### src/rtl/sfx_scheduler.sv
// Sound-effect scheduler: latches jump/dead/win event pulses, grants them by
// fixed priority and paces each effect and its trailing silence in sample ticks.
module sfx_scheduler #(
    parameter int CNT_W     = 20,
    parameter int JUMP_LEN  = 12000,
    parameter int DEAD_LEN  = 48000,
    parameter int WIN_LEN   = 96000,
    parameter int GAP_TICKS = 480
) (
    input  logic       clk,
    input  logic       reset,
    input  logic       sample_tick,
    input  logic       jump_req,
    input  logic       dead_req,
    input  logic       win_req,
    input  logic       mute,
    output logic [1:0] audio_select,
    output logic       play_start,
    output logic       busy,
    output logic [2:0] pending
);

    localparam logic [1:0] ST_IDLE  = 2'd0;
    localparam logic [1:0] ST_START = 2'd1;
    localparam logic [1:0] ST_PLAY  = 2'd2;
    localparam logic [1:0] ST_GAP   = 2'd3;

    localparam logic [1:0] ID_NONE = 2'd0;
    localparam logic [1:0] ID_JUMP = 2'd1;
    localparam logic [1:0] ID_DEAD = 2'd2;
    localparam logic [1:0] ID_WIN  = 2'd3;

    localparam logic [CNT_W-1:0] JUMP_LAST = CNT_W'(JUMP_LEN - 1);
    localparam logic [CNT_W-1:0] DEAD_LAST = CNT_W'(DEAD_LEN - 1);
    localparam logic [CNT_W-1:0] WIN_LAST  = CNT_W'(WIN_LEN - 1);
    localparam logic [CNT_W-1:0] GAP_LAST  = CNT_W'(GAP_TICKS - 1);
    localparam logic [CNT_W-1:0] CNT_ZERO  = '0;
    localparam logic [CNT_W-1:0] CNT_ONE   = CNT_W'(1);

    logic [1:0]       state_q, state_d;
    logic [1:0]       id_q, id_d;
    logic [CNT_W-1:0] cnt_q, cnt_d;
    logic [2:0]       pending_q, pending_d;
    logic [2:0]       grantClr;
    logic [1:0]       topId;
    logic [2:0]       topMask;

    function automatic logic [CNT_W-1:0] lastCount(input logic [1:0] id);
        logic [CNT_W-1:0] result;
        case (id)
            ID_DEAD: result = DEAD_LAST;
            ID_WIN:  result = WIN_LAST;
            default: result = JUMP_LAST;
        endcase
        return result;
    endfunction

    // Effect ids are numbered in priority order, so the highest pending bit is also the largest id.
    always_comb begin
        topId   = ID_NONE;
        topMask = 3'b000;
        if (pending_q[2]) begin
            topId   = ID_WIN;
            topMask = 3'b100;
        end else if (pending_q[1]) begin
            topId   = ID_DEAD;
            topMask = 3'b010;
        end else if (pending_q[0]) begin
            topId   = ID_JUMP;
            topMask = 3'b001;
        end
    end

    always_comb begin
        state_d  = state_q;
        id_d     = id_q;
        cnt_d    = cnt_q;
        grantClr = 3'b000;
        if (mute) begin
            state_d = ST_IDLE;
            id_d    = ID_NONE;
            cnt_d   = CNT_ZERO;
        end else begin
            case (state_q)
                ST_IDLE: begin
                    if (topId != ID_NONE) begin
                        state_d  = ST_START;
                        id_d     = topId;
                        grantClr = topMask;
                    end
                end
                ST_START: begin
                    cnt_d   = lastCount(id_q);
                    state_d = ST_PLAY;
                end
                ST_PLAY: begin
                    // A strictly higher-priority request restarts playback; the interrupted effect is dropped.
                    if (topId > id_q) begin
                        state_d  = ST_START;
                        id_d     = topId;
                        grantClr = topMask;
                    end else if (sample_tick) begin
                        if (cnt_q == CNT_ZERO) begin
                            if (GAP_TICKS == 0) begin
                                state_d = ST_IDLE;
                            end else begin
                                state_d = ST_GAP;
                                cnt_d   = GAP_LAST;
                            end
                        end else begin
                            cnt_d = cnt_q - CNT_ONE;
                        end
                    end
                end
                ST_GAP: begin
                    if (sample_tick) begin
                        if (cnt_q == CNT_ZERO) begin
                            state_d = ST_IDLE;
                        end else begin
                            cnt_d = cnt_q - CNT_ONE;
                        end
                    end
                end
                default: begin
                    state_d = ST_IDLE;
                end
            endcase
        end
    end

    // A request arriving in the same cycle as its grant survives, so it plays once more afterwards.
    always_comb begin
        pending_d = ((pending_q & ~grantClr) | {win_req, dead_req, jump_req});
        if (mute) begin
            pending_d = 3'b000;
        end
    end

    always_ff @(posedge clk or posedge reset) begin
        if (reset) begin
            state_q   <= ST_IDLE;
            id_q      <= ID_NONE;
            cnt_q     <= CNT_ZERO;
            pending_q <= 3'b000;
        end else begin
            state_q   <= state_d;
            id_q      <= id_d;
            cnt_q     <= cnt_d;
            pending_q <= pending_d;
        end
    end

    assign audio_select = ((state_q == ST_START) || (state_q == ST_PLAY)) ? id_q : ID_NONE;
    assign play_start   = (state_q == ST_START);
    assign busy         = (state_q != ST_IDLE);
    assign pending      = pending_q;

endmodule

### config.mk
export PLATFORM = sky130hd
export DESIGN_NAME = sfx_scheduler
export DESIGN_NICKNAME = d
export VERILOG_FILES = /design/src/rtl/sfx_scheduler.sv
export SDC_FILE = /design/constraint.sdc
export NUM_CORES = 1
export LEC_CHECK = 0
export ABC_AREA = 1
export CAP_MARGIN = 10
export CORE_ASPECT_RATIO = 1.5
export CORE_MARGIN = 4
export CORE_UTILIZATION = 44
export DETAILED_ROUTE_END_ITERATION = 8
export GPL_ROUTABILITY_DRIVEN = 0
export GPL_TIMING_DRIVEN = 0
export PLACE_DENSITY = 0.67
export SYNTH_ARGS = -nofsm -noshare
export SYNTH_HDL_FRONTEND = slang
export SYNTH_SLANG_ARGS = --single-unit
### constraint.sdc
create_clock -name clk -period 6.1 [get_ports clk]
set_clock_uncertainty 0.2 [all_clocks]
set_input_delay 1.22 -clock clk [delete_from_list [all_inputs] [get_ports clk]]
set_output_delay 1.22 -clock clk [all_outputs]
set_load 0.03 [all_outputs]
Word-level counts from Yosys, hierarchy flattened:

Index checks and enable logic that the tools add are counted.

* flip-flop bits (word level): 27
* bits in latches: 0
* memory bits (writable): 0
* ROM bits: 0
* input bits: 7
* output and inout bits: 7
* memories kept: 0

* $add $sub $neg: 1
* multiply operators: 0
* divide/modulo/power cells: 0
* order comparisons: 1
* eq/ne operators: 14
* shift-type cells: 0
* mux-type cells: 32
* bitwise operators: 3
* reduce and logical (&&, ||, !) cells: 10

Operators by type and width (count)
* 20-bit 2-to-1 mux: 6
* 20-bit case mux with 3 select lines: 1
* 17-bit case mux with 2 select lines: 1
* 2-bit 2-to-1 mux: 14
* 3-bit inequality test (second input constant): 7
* 20-bit logical NOT: 1
* 20-bit by 1-bit subtractor with 20-bit output (second input constant): 1
* 3-bit 2-to-1 mux: 5
* 5-bit AND reduction: 2
* 2-bit == test (second input constant): 4
* 4-bit inequality test (second input constant): 2
* 2-bit case mux with 4 select lines: 1
* 3-bit case mux with 2 select lines: 1
* 2-bit case mux with 2 select lines: 1
* 2-bit nonzero test: 2
* 4-bit nonzero test: 1
* 3-bit AND: 1
* 3-bit inverter: 1
* 3-bit bitwise OR: 1
* 3-bit AND reduction: 1
* 3-bit nonzero test: 1
* 2-bit by 1-bit == test with 1-bit output (second input constant): 1
* 2-bit > comparator: 1
* 2-bit logical NOT: 1
* other kinds (2): 3

Depth between registers and ports, before layout:

* word-level depth: 11
* mapped depth: 13
* mapped depth without buffers: 13

Worst setup path after synthesis:

Ideal clock, no wire load.

* path kind: flip-flop to output port
* start: register state_q[0]
* end: output audio_select[1]
* arrival: 1.005 ns
* required time: 4.680 ns
* path slack: 3.675 ns
* cell stages (with the launch flop): 5
* path buffers: 0
* path through: dfrtp_1 > inv_1 > ha_1 > nand2_1 > inv_1

* longest elaborated chain between the ends: 3
* elaborated cells between the ends (all ways): 4
* those cells by class: 2 x eq/ne; 1 x mux; 1 x reduce/logical

Ends and longest elaborated chain
* start, declared: line 40 `logic [1:0] state_q, state_d;`
* start signal, assigned: line 146 `state_q <= state_d;`
* 2-bit by 1-bit == test with 1-bit output or 2-bit == test (tied branches): line 153 `assign audio_select = ((state_q == ST_START) || (state_q == ST_PLAY)) ? id_q : ID_NONE;`
* 1-bit logical OR (*): line 153
* 2-bit 2-to-1 mux (*): line 153
* end, declared: line 17 `output logic [1:0] audio_select,`

Every way passes the cells marked *; elsewhere a longest branch is shown, timed or not.

Worst setup path in the final report:

Ends and elaborated chain as after synthesis.

==> run metrics <==
DR DRC count=0; unrepaired setup endpoints after global routing=no; Tightest Hold Check Type=reg -> reg; core area=0.004579 sq mm; count of pins over their slew limit=0; FF+latch count, synth=27; total CTS buffers=3; non-filler instance count after layout=413; Clock Latency Late Sink=280 ps; CTS tree=yes; crit path max fanout=6; status=finished clean; Vias=2,109; setup TNS=0 ps; critical path data arrival time=1900 ps; # H-tree levels=1; CP Cell Sequence=inv_1, ha_1, nand2_1, inv_1, clkdlybuf4s50_1; pwr dens=496.5 mW/mm^2; dpl ws=3074 ps; most numerous cell in the Yosys netlist=nand2_1; CP required=4680 ps; Final Net Count=365; vias in the first global route=2,052; Max Root-Sink Buffers=2; layout cells sized above 1=6.304%; Fin Hold WS=384.0 ps; Crit path top cell by count=inv_1; synth cell count leaders=nand2_1 (103), nand3_1 (53), nor2_1 (43); fin crit share=54.43%; CP Launch Type=register; synth unique cells=27; buffers plus inverters on the worst setup path=3; MaxCap Viol Count=0; FMAX=301.2 MHz; Post-synth EDFFs=0; Clock power frac=9.2%; drt via density=5.107; r2r setup slk=3840 ps; post-route setup slack=2780 ps; HPWL after DPL=4.347 mm; largest net degree at the start of global routing=28; worst-margin pin slew=1042 ps; Post-Route WL=5.593 mm; Tmin final=3320 ps; initial antenna violation count=0; fraction of registers with async set/reset=100.0%; hold buffer count at CTS=0; die area=0.006008 sq mm; PortBufs=12; register area share after synthesis=31.91%; mapped cell area=0.002117 sq mm; Critical Path End Type=output pin; Yosys top cell area share=31.91%; global-route wire length before repair=9.742 mm; slowest CP cell=clkdlybuf4s50_1; worst rel slew slack=30.47%; row count=30; Util after Layout=51.67%; routed length per instance=13.54 um; family with the most delay on the worst path=buffers and inverters; CP Class=reg -> out; DIE HEIGHT=92.96 um; GRT Resource Usage Total=20.57%; syn_nets=348; Pint=531.9 uW; syn avg cell area=6.357 sq um; Worst Hold Endpoint=cnt_q[18]$_DFFE_PP0P_; RR Startpoint=state_q[0]$_DFFE_PP0P_; Sequential Power Share=25.9%; total clock sinks=27; GR Overflow Total=0; most area-consuming cells after synthesis=dfrtp_1 (32%), nand2_1 (18%), nand3_1 (13%); Final setup viols=0; Net Sw Frac=54.72%; Logic pwr share=64.9%; Main synth FF type=dfrtp_1; CTS clk-pin slew, worst paths=100 ps; DR iter-0 viols=90; Starting Density=46.23%; Hold Vio Cnt, Final=0; Critical Path Max Stage Delay=660 ps; LEAKAGE=1.265 nW; Root Driver=clkbuf_8; R2R cell count=12; Sw Pwr=642.9 uW; Antenna Nets Post-Route=0; Synth Instances=333; Max VDD drop=280.5 uV; Synth Warn #=0; Placed Instances=409; Synth area leader=dfrtp_1; postcts setup bufs=0; ant diodes=0; post-CTS sizing=0; I/O pin count=14; Hold Crit Depth=2; Area Overhead vs Synth=11.76%; Min-Delay Startpoint=cnt_q[18]$_DFFE_PP0P_; first drt pass iteration count=4; die width=64.64 um; worst r2r dst=cnt_q[14]$_DFFE_PP0P_
[flip-flops by register name, summed over array words and instances (netlist names)]
signal	flops
cnt_q	20
pending	3
id_q	2
state_q	2
[kinds of logic (layout without fill, tap and decap cells)]
group	after synthesis	count (layout)	synth area share, %
AND/OR/NAND/NOR	217	217	45.09
buffers and inverters	51	67	9.929
AO/OA/AOI/OAI	27	27	7.092
flip-flops	27	27	31.91
adder cells (fa/ha/maj)	8	8	4.728
XOR/XNOR	3	3	1.241
[routing by layer]
layer / GRT usage (%) / vias up / wire length, um
li1: - / 1095 / -
met4: 6.702 / 0 / 140
met1: 23.78 / 965 / 2378
met2: 39.05 / 38 / 2953
met3: 1.578 / 11 / 120
met5: 0 / - / 0
[worst reg2reg max path, cell delays in order (launching register included)]
cell and delay (ps):
dfrtp_1 440, inv_1 100, ha_1 300, nor2_4 270
inv_4 110, nor2_2 90, nor2_1 40, nand2_1 70
clkinv_2 100, nand2_4 170, buf_8 160, nand3_1 70
nand2_1 80
[cell usage in the layout, fill, tap and decap left out, drive strengths merged]
cell / count
nand2: 104
nand3: 55
nor2: 50
inv: 43
dfrtp: 27
clkdlybuf4s50: 12
o21ai: 12
a21oi: 9
ha: 8
nand4: 8
buf: 4
clkbuf: 4
xor2: 3
clkinv: 3
o211ai: 2
o31ai: 2
a21boi: 1
o21bai: 1
clkinvlp: 1
[layout make-up]
| class | count | area, sq um |
|---|---|---|
| repair buffers | 12 | 120.1 |
| clock inverters | 1 | 7.507 |
| multi-input cells | 255 | 1231 |
| plain buffers | 5 | 33.78 |
| fillers | 514 | 2213 |
| well taps | 64 | 80.08 |
| clock buffers | 3 | 41.29 |
| inverters | 46 | 176.4 |
| flip-flops and latches | 27 | 675.6 |
[through the flow]
step / instance area, sq um / power (mW)
after floorplan: 2117 / 0.8722
after global placement: 2317 / 1.058
after detailed placement: 2317 / 1.064
after CTS: 2366 / 1.176
after global routing: 2366 / 1.300
final: 2366 / 1.175
[how the worst max path moves through the flow]
stage | start | endpoint | slack, ps | depth (start not counted)
floorplan | state_q[0]$_DFFE_PP0P_ | audio_select[1] | 3680 | 4
global placement | state_q[0]$_DFFE_PP0P_ | audio_select[1] | 3070 | 5
detailed placement | state_q[0]$_DFFE_PP0P_ | audio_select[1] | 3070 | 5
CTS | state_q[0]$_DFFE_PP0P_ | audio_select[1] | 2760 | 5
global route | state_q[0]$_DFFE_PP0P_ | audio_select[1] | 2690 | 5
finish | state_q[0]$_DFFE_PP0P_ | audio_select[1] | 2780 | 5
[power by group through the flow]
stage               registers, mW  logic, mW  clock network, mW
floorplan                   0.287      0.585                  0
global placement            0.304      0.754                  0
detailed placement          0.305      0.759                  0
CTS                         0.303      0.764              0.110
global route                0.311      0.871              0.117
finish                      0.304      0.762              0.109
Power figures use the tool's default switching activity.
